`config.mk`:
```
export PLATFORM = sky130hd
export DESIGN_NAME = fft_peak_detector
export DESIGN_NICKNAME = d
export VERILOG_FILES = /design/src/rtl/fft_pkg.sv /design/src/rtl/fft_mag_sq.sv /design/src/rtl/fft_peak_detector.sv
export SDC_FILE = /design/constraint.sdc
export NUM_CORES = 2
export LEC_CHECK = 0
export CAP_MARGIN = 40
export CORE_MARGIN = 2
export CORE_UTILIZATION = 65
export DETAILED_ROUTE_END_ITERATION = 8
export GPL_ROUTABILITY_DRIVEN = 0
export HOLD_SLACK_MARGIN = 0.06
export PLACE_DENSITY = 0.88
export SYNTH_ARGS = -nofsm -noshare
export SYNTH_HDL_FRONTEND = slang
export SYNTH_SLANG_ARGS = --single-unit
```
`constraint.sdc`:
```
create_clock -name clk -period 3.6 [get_ports clk]
set_clock_uncertainty 0.15 [all_clocks]
set_input_delay 0.72 -clock clk [delete_from_list [all_inputs] [get_ports clk]]
set_output_delay 0.72 -clock clk [all_outputs]
set_load 0.05 [all_outputs]
```
`src/rtl/fft_pkg.sv`:
```
// Shared FFT definitions: default geometry, bin index width and control-state encoding.
package fft_pkg;

  localparam int unsigned DEF_N_POINTS   = 64;
  localparam int unsigned DEF_DATA_WIDTH = 16;
  localparam int unsigned BIN_W          = $clog2(DEF_N_POINTS);

  typedef enum logic [1:0] {
    ST_IDLE    = 2'd0,
    ST_COLLECT = 2'd1,
    ST_DRAIN   = 2'd2
  } fft_state_e;

endpackage

```
`src/rtl/fft_mag_sq.sv`:
```
// Two-stage pipelined re^2+im^2 with valid/tag passthrough; flush drops everything in flight.
module fft_mag_sq #(
  parameter int unsigned DATA_WIDTH = 16,
  parameter int unsigned TAG_W      = 6
) (
  input  logic                          clk,
  input  logic                          rst_n,
  input  logic                          flush,
  input  logic                          in_valid,
  input  logic signed [DATA_WIDTH-1:0]  in_re,
  input  logic signed [DATA_WIDTH-1:0]  in_im,
  input  logic        [TAG_W-1:0]       in_tag,
  output logic                          out_valid,
  output logic        [TAG_W-1:0]       out_tag,
  output logic        [2*DATA_WIDTH-1:0] out_mag
);

  localparam int unsigned PW = 2 * DATA_WIDTH;

  logic signed [PW-1:0] re_ext, im_ext;
  logic signed [PW-1:0] prod_re_q, prod_re_d, prod_im_q, prod_im_d;
  logic                 v1_q, v1_d, v2_q, v2_d;
  logic [TAG_W-1:0]     tag1_q, tag1_d, tag2_q, tag2_d;
  logic [PW-1:0]        mag_q, mag_d;

  // Squares are non-negative and at most 2^(PW-2), so the unsigned sum cannot wrap.
  always_comb begin
    re_ext    = PW'(in_re);
    im_ext    = PW'(in_im);
    prod_re_d = prod_re_q;
    prod_im_d = prod_im_q;
    tag1_d    = tag1_q;
    v1_d      = flush ? 1'b0 : in_valid;
    if (in_valid) begin
      prod_re_d = re_ext * re_ext;
      prod_im_d = im_ext * im_ext;
      tag1_d    = in_tag;
    end
    mag_d  = mag_q;
    tag2_d = tag2_q;
    v2_d   = flush ? 1'b0 : v1_q;
    if (v1_q) begin
      mag_d  = $unsigned(prod_re_q) + $unsigned(prod_im_q);
      tag2_d = tag1_q;
    end
  end

  always_ff @(posedge clk or negedge rst_n) begin
    if (!rst_n) begin
      prod_re_q <= '0;
      prod_im_q <= '0;
      v1_q      <= 1'b0;
      tag1_q    <= '0;
      mag_q     <= '0;
      v2_q      <= 1'b0;
      tag2_q    <= '0;
    end else begin
      prod_re_q <= prod_re_d;
      prod_im_q <= prod_im_d;
      v1_q      <= v1_d;
      tag1_q    <= tag1_d;
      mag_q     <= mag_d;
      v2_q      <= v2_d;
      tag2_q    <= tag2_d;
    end
  end

  assign out_valid = v2_q;
  assign out_tag   = tag2_q;
  assign out_mag   = mag_q;

endmodule

```
`src/rtl/fft_peak_detector.sv`:
```
// Streams one FFT frame, tracks the strongest bin in the search window and reports it once per frame.
module fft_peak_detector
  import fft_pkg::*;
#(
  parameter int unsigned N_POINTS    = DEF_N_POINTS,
  parameter int unsigned DATA_WIDTH  = DEF_DATA_WIDTH,
  parameter int unsigned SEARCH_BINS = N_POINTS / 2
) (
  input  logic                          clk,
  input  logic                          rst_n,
  input  logic                          start,
  input  logic signed [DATA_WIDTH-1:0]  data_in_real,
  input  logic signed [DATA_WIDTH-1:0]  data_in_imag,
  input  logic                          data_valid,
  output logic [$clog2(N_POINTS)-1:0]   peak_bin,
  output logic [2*DATA_WIDTH-1:0]       peak_mag,
  output logic                          peak_valid,
  output logic                          busy,
  output logic                          stray
);

  localparam int unsigned CNT_W = $clog2(N_POINTS);
  localparam int unsigned MAG_W = 2 * DATA_WIDTH;

  localparam logic [1:0] S_IDLE    = 2'(ST_IDLE);
  localparam logic [1:0] S_COLLECT = 2'(ST_COLLECT);
  localparam logic [1:0] S_DRAIN   = 2'(ST_DRAIN);

  logic [1:0]       state_q, state_d;
  logic [CNT_W-1:0] cnt_q, cnt_d;
  logic             drain_q, drain_d;
  logic [CNT_W-1:0] best_bin_q, best_bin_d;
  logic [MAG_W-1:0] best_mag_q, best_mag_d;
  logic [CNT_W-1:0] peak_bin_q, peak_bin_d;
  logic [MAG_W-1:0] peak_mag_q, peak_mag_d;
  logic             peak_valid_q, peak_valid_d;
  logic             busy_q, busy_d;
  logic             stray_q, stray_d;
  logic             accept_c;

  logic             mag_valid;
  logic [CNT_W-1:0] mag_tag;
  logic [MAG_W-1:0] mag_val;

  fft_mag_sq #(
    .DATA_WIDTH (DATA_WIDTH),
    .TAG_W      (CNT_W)
  ) u_mag_sq (
    .clk       (clk),
    .rst_n     (rst_n),
    .flush     (start),
    .in_valid  (accept_c),
    .in_re     (data_in_real),
    .in_im     (data_in_imag),
    .in_tag    (cnt_q),
    .out_valid (mag_valid),
    .out_tag   (mag_tag),
    .out_mag   (mag_val)
  );

  always_comb begin
    state_d      = state_q;
    cnt_d        = cnt_q;
    drain_d      = drain_q;
    best_bin_d   = best_bin_q;
    best_mag_d   = best_mag_q;
    peak_bin_d   = peak_bin_q;
    peak_mag_d   = peak_mag_q;
    peak_valid_d = 1'b0;
    stray_d      = stray_q;
    accept_c     = 1'b0;

    case (state_q)
      S_IDLE: begin
        if (start) begin
          state_d = S_COLLECT;
          cnt_d   = '0;
        end
      end
      S_COLLECT: begin
        if (start) begin
          cnt_d = '0;
        end else if (data_valid) begin
          accept_c = 1'b1;
          cnt_d    = cnt_q + CNT_W'(1);
          if (cnt_q == CNT_W'(N_POINTS - 1)) begin
            state_d = S_DRAIN;
            drain_d = 1'b0;
          end
        end
      end
      S_DRAIN: begin
        if (start) begin
          state_d = S_COLLECT;
          cnt_d   = '0;
        end else if (drain_q) begin
          state_d = S_IDLE;
        end else begin
          drain_d = 1'b1;
        end
      end
      default: state_d = S_IDLE;
    endcase

    if (start) begin
      stray_d = 1'b0;
    end else if (state_q == S_IDLE && data_valid) begin
      stray_d = 1'b1;
    end

    // Bin 0 seeds the search; later in-window bins win only when strictly larger.
    if (mag_valid && !start) begin
      if (mag_tag == '0 || (32'(mag_tag) < SEARCH_BINS && mag_val > best_mag_q)) begin
        best_bin_d = mag_tag;
        best_mag_d = mag_val;
      end
      if (mag_tag == CNT_W'(N_POINTS - 1)) begin
        peak_bin_d   = best_bin_d;
        peak_mag_d   = best_mag_d;
        peak_valid_d = 1'b1;
      end
    end

    busy_d = (state_d != S_IDLE);
  end

  always_ff @(posedge clk or negedge rst_n) begin
    if (!rst_n) begin
      state_q      <= S_IDLE;
      cnt_q        <= '0;
      drain_q      <= 1'b0;
      best_bin_q   <= '0;
      best_mag_q   <= '0;
      peak_bin_q   <= '0;
      peak_mag_q   <= '0;
      peak_valid_q <= 1'b0;
      busy_q       <= 1'b0;
      stray_q      <= 1'b0;
    end else begin
      state_q      <= state_d;
      cnt_q        <= cnt_d;
      drain_q      <= drain_d;
      best_bin_q   <= best_bin_d;
      best_mag_q   <= best_mag_d;
      peak_bin_q   <= peak_bin_d;
      peak_mag_q   <= peak_mag_d;
      peak_valid_q <= peak_valid_d;
      busy_q       <= busy_d;
      stray_q      <= stray_d;
    end
  end

  assign peak_bin   = peak_bin_q;
  assign peak_mag   = peak_mag_q;
  assign peak_valid = peak_valid_q;
  assign busy       = busy_q;
  assign stray      = stray_q;

endmodule

```
==> results of run 1 <==
==> logic make-up after synthesis <==
| family | after synthesis | share of synthesized area |
|---|---|---|
| AOI/OAI and AO/OA | 342 | 0.08160 |
| xor gates and xnor gates | 118 | 0.03830 |
| adders and majority gates | 709 | 0.4589 |
| buffers and inverters | 747 | 0.1041 |
| DFF | 196 | 0.1818 |
| muxes | 103 | 0.04284 |
| and+or+nand+nor | 541 | 0.09250 |
==> what timing repair did <==
| item | in CTS |
|---|---|
| pin swaps | 228 |
| hold buffers | 0 |
| gates cloned | 4 |
| endpoints found under the setup margin | 55 |
| buffers inserted | 105 |
| endpoints found under the hold margin | 0 |
| gates resized for setup | 481 |
==> cells in the mapped netlist, types with 11 or more instances <==
| cell | instances | share of area |
|---|---|---|
| a21o_1 | 55 | 0.015 |
| a31o_2 | 11 | 0.0036 |
| xnor2_1 | 76 | 0.025 |
| o21ai_0 | 98 | 0.018 |
| and2_1 | 91 | 0.021 |
| inv_1 | 667 | 0.093 |
| xor2_1 | 42 | 0.014 |
| ha_1 | 241 | 0.11 |
| nand4_1 | 21 | 0.0049 |
| a211oi_1 | 11 | 0.0031 |
| nand3_1 | 19 | 0.0035 |
| nand2b_1 | 18 | 0.0042 |
| nor2_1 | 88 | 0.012 |
| a21oi_1 | 84 | 0.016 |
| clkbuf_1 | 64 | 0.0089 |
| mux2_2 | 96 | 0.040 |
| nand2_1 | 260 | 0.036 |
| o21bai_1 | 14 | 0.0039 |
| fa_1 | 468 | 0.35 |
| dfrtp_1 | 196 | 0.18 |
==> metal layers <==
layer  overflow  global-route usage
met2          7              0.8745
met3          0              0.6526
met5          0              0.4116
met4          5              0.7383
met1          0              0.7196
==> through the flow <==
step           TNS (ns)  setup slack, ns
4_1_cts         -100.73           -2.546
3_3_place_gp    -145.90           -3.320
2_1_floorplan    -97.69           -2.700
3_5_place_dp    -155.55           -3.679
==> results_dict.tcl, run 1 <==
set metrics [dict create \
    status "stopped before the end" \
    lastStage "global routing (5_1_grt)" \
    error "[ERROR GRT-0232] Routing congestion too high. Check the congestion heatmap in the GUI." \
    worst-ep-kind "register data pin" \
    io_buffers 76 \
    cts_buffers 17 \
    ios 77 \
    dp_cells 3676 \
    synth_top_flop_cell "dfrtp_1" \
    grt_start_max_net_pins 126 \
    die_x_um 207.8 \
    cts_max_path_buffers 2 \
    grt_overflow 12 \
    avgSynthCellArea_sq_um 9.792 \
    dp_hpwl_mm 58.68 \
    dieHeight_um 207.8 \
    htreeDepth 4 \
    synth_seq_area_share 0.1818 \
    groute.usage.overall 0.7431 \
    root_buffer "clkbuf_16" \
    num_rows 74 \
    ys_ff_latch 196 \
    synth_edf_count 0 \
    async_flop_share 1.000 \
    synth_cells 2756 \
    numClockSinks 196 \
    worst_endpoint "u_mag_sq.prod_re_q[23]$_DFFE_PN0P_/D" \
    synthesis.nets 3501 \
    ys_types 67 \
    start_util 0.6594 \
    syn_area_sq_mm 0.02699 \
    yosys_warnings 0 \
    placed_cell_area_sq_mm 0.03183 \
]
==> inputs of run 2 (changes only) <==
CORE_UTILIZATION = 40   (was 65)
HOLD_SLACK_MARGIN = unset   (was 0.06)
PLACE_DENSITY = unset   (was 0.88)
PLACE_DENSITY_LB_ADDON = 0.15   (was unset)
==> results_dict.tcl, run 2 <==
set metrics [dict create \
    ios 77 \
    num_rows 95 \
    initialDrtViolationCount 883 \
    numClockSinks 196 \
    crit_type "input pin to flip-flop" \
    antenna_found_initial 0 \
    fin_area_sq_mm 0.03551 \
    finalMaxSlewViolations 0 \
    drtAntennaViolNets 0 \
    synth_top_area_frac 0.3472 \
    grt_start_max_net_pins 126 \
    io_buffers 76 \
    grt_pass1_vias 22180 \
    synth_cells 2756 \
    min-delay-path-class "input pin to asynchronous set/reset pin" \
    tns_ns -98.87 \
    wl_per_cell_um 15.32 \
    grt_pass1_wl_mm 109.5 \
    ys_ff_latch 196 \
    cts_tree "built" \
    start_util 0.4025 \
    nets 4029 \
    synthesis.nets 3501 \
    avgSynthCellArea_sq_um 9.792 \
    grt_overflow 0 \
    rsz0062_at_grt "true" \
    fin_crit_sh 1.685 \
    first_pass_iters 5 \
    coreArea_sq_mm 0.06704 \
    yosys_warnings 0 \
    drt-vias-per-instance 4.798 \
    cp.arrival_ns 6.22 \
    reg2reg_depth 10 \
    slew_headroom 0.5046 \
    worst_slew_pin_slew_ns 0.7431 \
    cp.required_ns 3.75 \
    drv_cap 0 \
    r2r_end "u_mag_sq.out_mag[30]" \
    dieArea_sq_mm 0.06956 \
    cp-end-kind "flip-flop" \
    root_buffer "clkbuf_16" \
    path_clk_slew_ns 0.09 \
    clkLatencyLatePin_ns 0.43 \
    setup_viol 52 \
    fmax_mhz 164.9 \
    violations "setup timing" \
    drive_gt1_frac 0.3170 \
    layout_common_cells "598 x inv_1, 435 x fa_1, 395 x buf_4" \
    synth_seq_area_share 0.1818 \
    ys_types 67 \
    vias 20010 \
    cts_max_path_buffers 2 \
    finalCriticalPeriod_ns 6.064 \
    syn_area_sq_mm 0.02699 \
    timing.rr.start "u_mag_sq.prod_im_q[12]" \
    synth_top_cell_by_area "fa_1" \
    crit_fanout 5 \
    critPathLaunchType "input pin" \
    fin_ws_ns -2.464 \
    groute.usage.overall 0.1912 \
    final_common_cell "inv_1" \
    wl_mm 63.90 \
    synth_top_flop_cell "dfrtp_1" \
    hold_viol 0 \
    htreeDepth 4 \
    async_flop_share 1.000 \
    areaGrowthSynthToFinish_pct 31.58 \
    yosysMostFrequentCell "inv_1" \
    placed_cell_area_sq_mm 0.03252 \
    cts_buffers 17 \
    r2r_setup_slack_ns 0.22 \
    antenna_cells 0 \
    die_x_um 263.7 \
    drc 0 \
    status "finished with violations" \
    synth.area.top_cells "fa_1 35%, dfrtp_1 18%, ha_1 11%, inv_1 9.3%, mux2_2 4.0%" \
    dieHeight_um 263.7 \
    dp_hpwl_mm 53.09 \
    synth_common_cells "667 x inv_1, 468 x fa_1, 260 x nand2_1" \
    synth_edf_count 0 \
]
run 2: cell counts after synthesis:
No cell type changed its count.
run 2: how the worst max path moves through the flow:
stage                          from                      to  depth (start not counted)
floorplan           data_in_real[1]  u_mag_sq.prod_re_q[31]                         19
global placement    data_in_real[6]  u_mag_sq.prod_re_q[30]                         24
detailed placement  data_in_real[6]  u_mag_sq.prod_re_q[30]                         24
CTS                 data_in_real[4]  u_mag_sq.prod_re_q[30]                         24
global route        data_in_real[4]  u_mag_sq.prod_re_q[31]                         25
finish              data_in_real[4]  u_mag_sq.prod_re_q[31]                         25
run 2: layout make-up:
type	instances	area (sq um)
flip-flops and latches	196	4906
repair buffers	587	5260
clock buffers	18	429.2
inverters	669	2529
fillers	6087	31530
multi-input cells	1813	21140
well taps	873	1092
clock inverters	14	156.4
run 2: logic make-up after synthesis:
| kind of cell | share of synthesized area |
|---|---|
| buffers and inverters | 0.1041 |
| adder cells (fa/ha/maj) | 0.4589 |
| AND/OR/NAND/NOR | 0.09250 |
| AO/OA/AOI/OAI | 0.08160 |
| flip-flops | 0.1818 |
| XOR/XNOR | 0.03830 |
| multiplexers | 0.04284 |
run 2: what timing repair did:
action	CTS	global route
gates resized for setup	376	205
pin swaps	206	195
endpoints found under the setup margin	55	53
buffers inserted	80	24
cloned	3	1
hold buffers	0	0
run 2: critical path, cell delays in order:
cell and delay [ns]:
buf_12 0.09, buf_12 0.10, buf_8 0.10, nand2_4 0.04, fa_1 0.55, buf_6 0.15, fa_1 0.48, fa_1 0.54
inv_2 0.05, fa_1 0.50, fa_1 0.52, inv_1 0.05, fa_1 0.51, inv_2 0.05, ha_4 0.23, o211ai_1 0.07
nor2_1 0.08, buf_4 0.13, a221oi_2 0.24, nand2_2 0.14, a31oi_4 0.26, a2111oi_4 0.11, a2111oi_2 0.27, xnor2_1 0.15
o21ai_0 0.08
run 2: stage by stage:
step	util	hold WS [ns]	cells	worst slack, ns
after global routing	0.5297	0.2395	4170	-2.692
after detailed placement	0.4851	0.3169	4045	-3.414
after global placement	0.4848	0.3148	4044	-3.352
after CTS	0.5175	0.2176	4153	-2.497
after floorplan	-	0.2744	2756	-2.700
final	0.5297	0.1871	4170	-2.464
run 2: per-layer routing:
metal | up-vias | track usage | part of all wire
met2 | 190 | 0.3506 | 0.52
met3 | 38 | 0.01072 | 0.016
met1 | 10220 | 0.2558 | 0.45
li1 | 9557 | - | -
met5 | - | 0 | 0
met4 | 0 | 0.02457 | 0.0090
Power of run 2 is not shown: default switching activity piles up to over one toggle a cycle in this logic, so the estimate is an artifact.
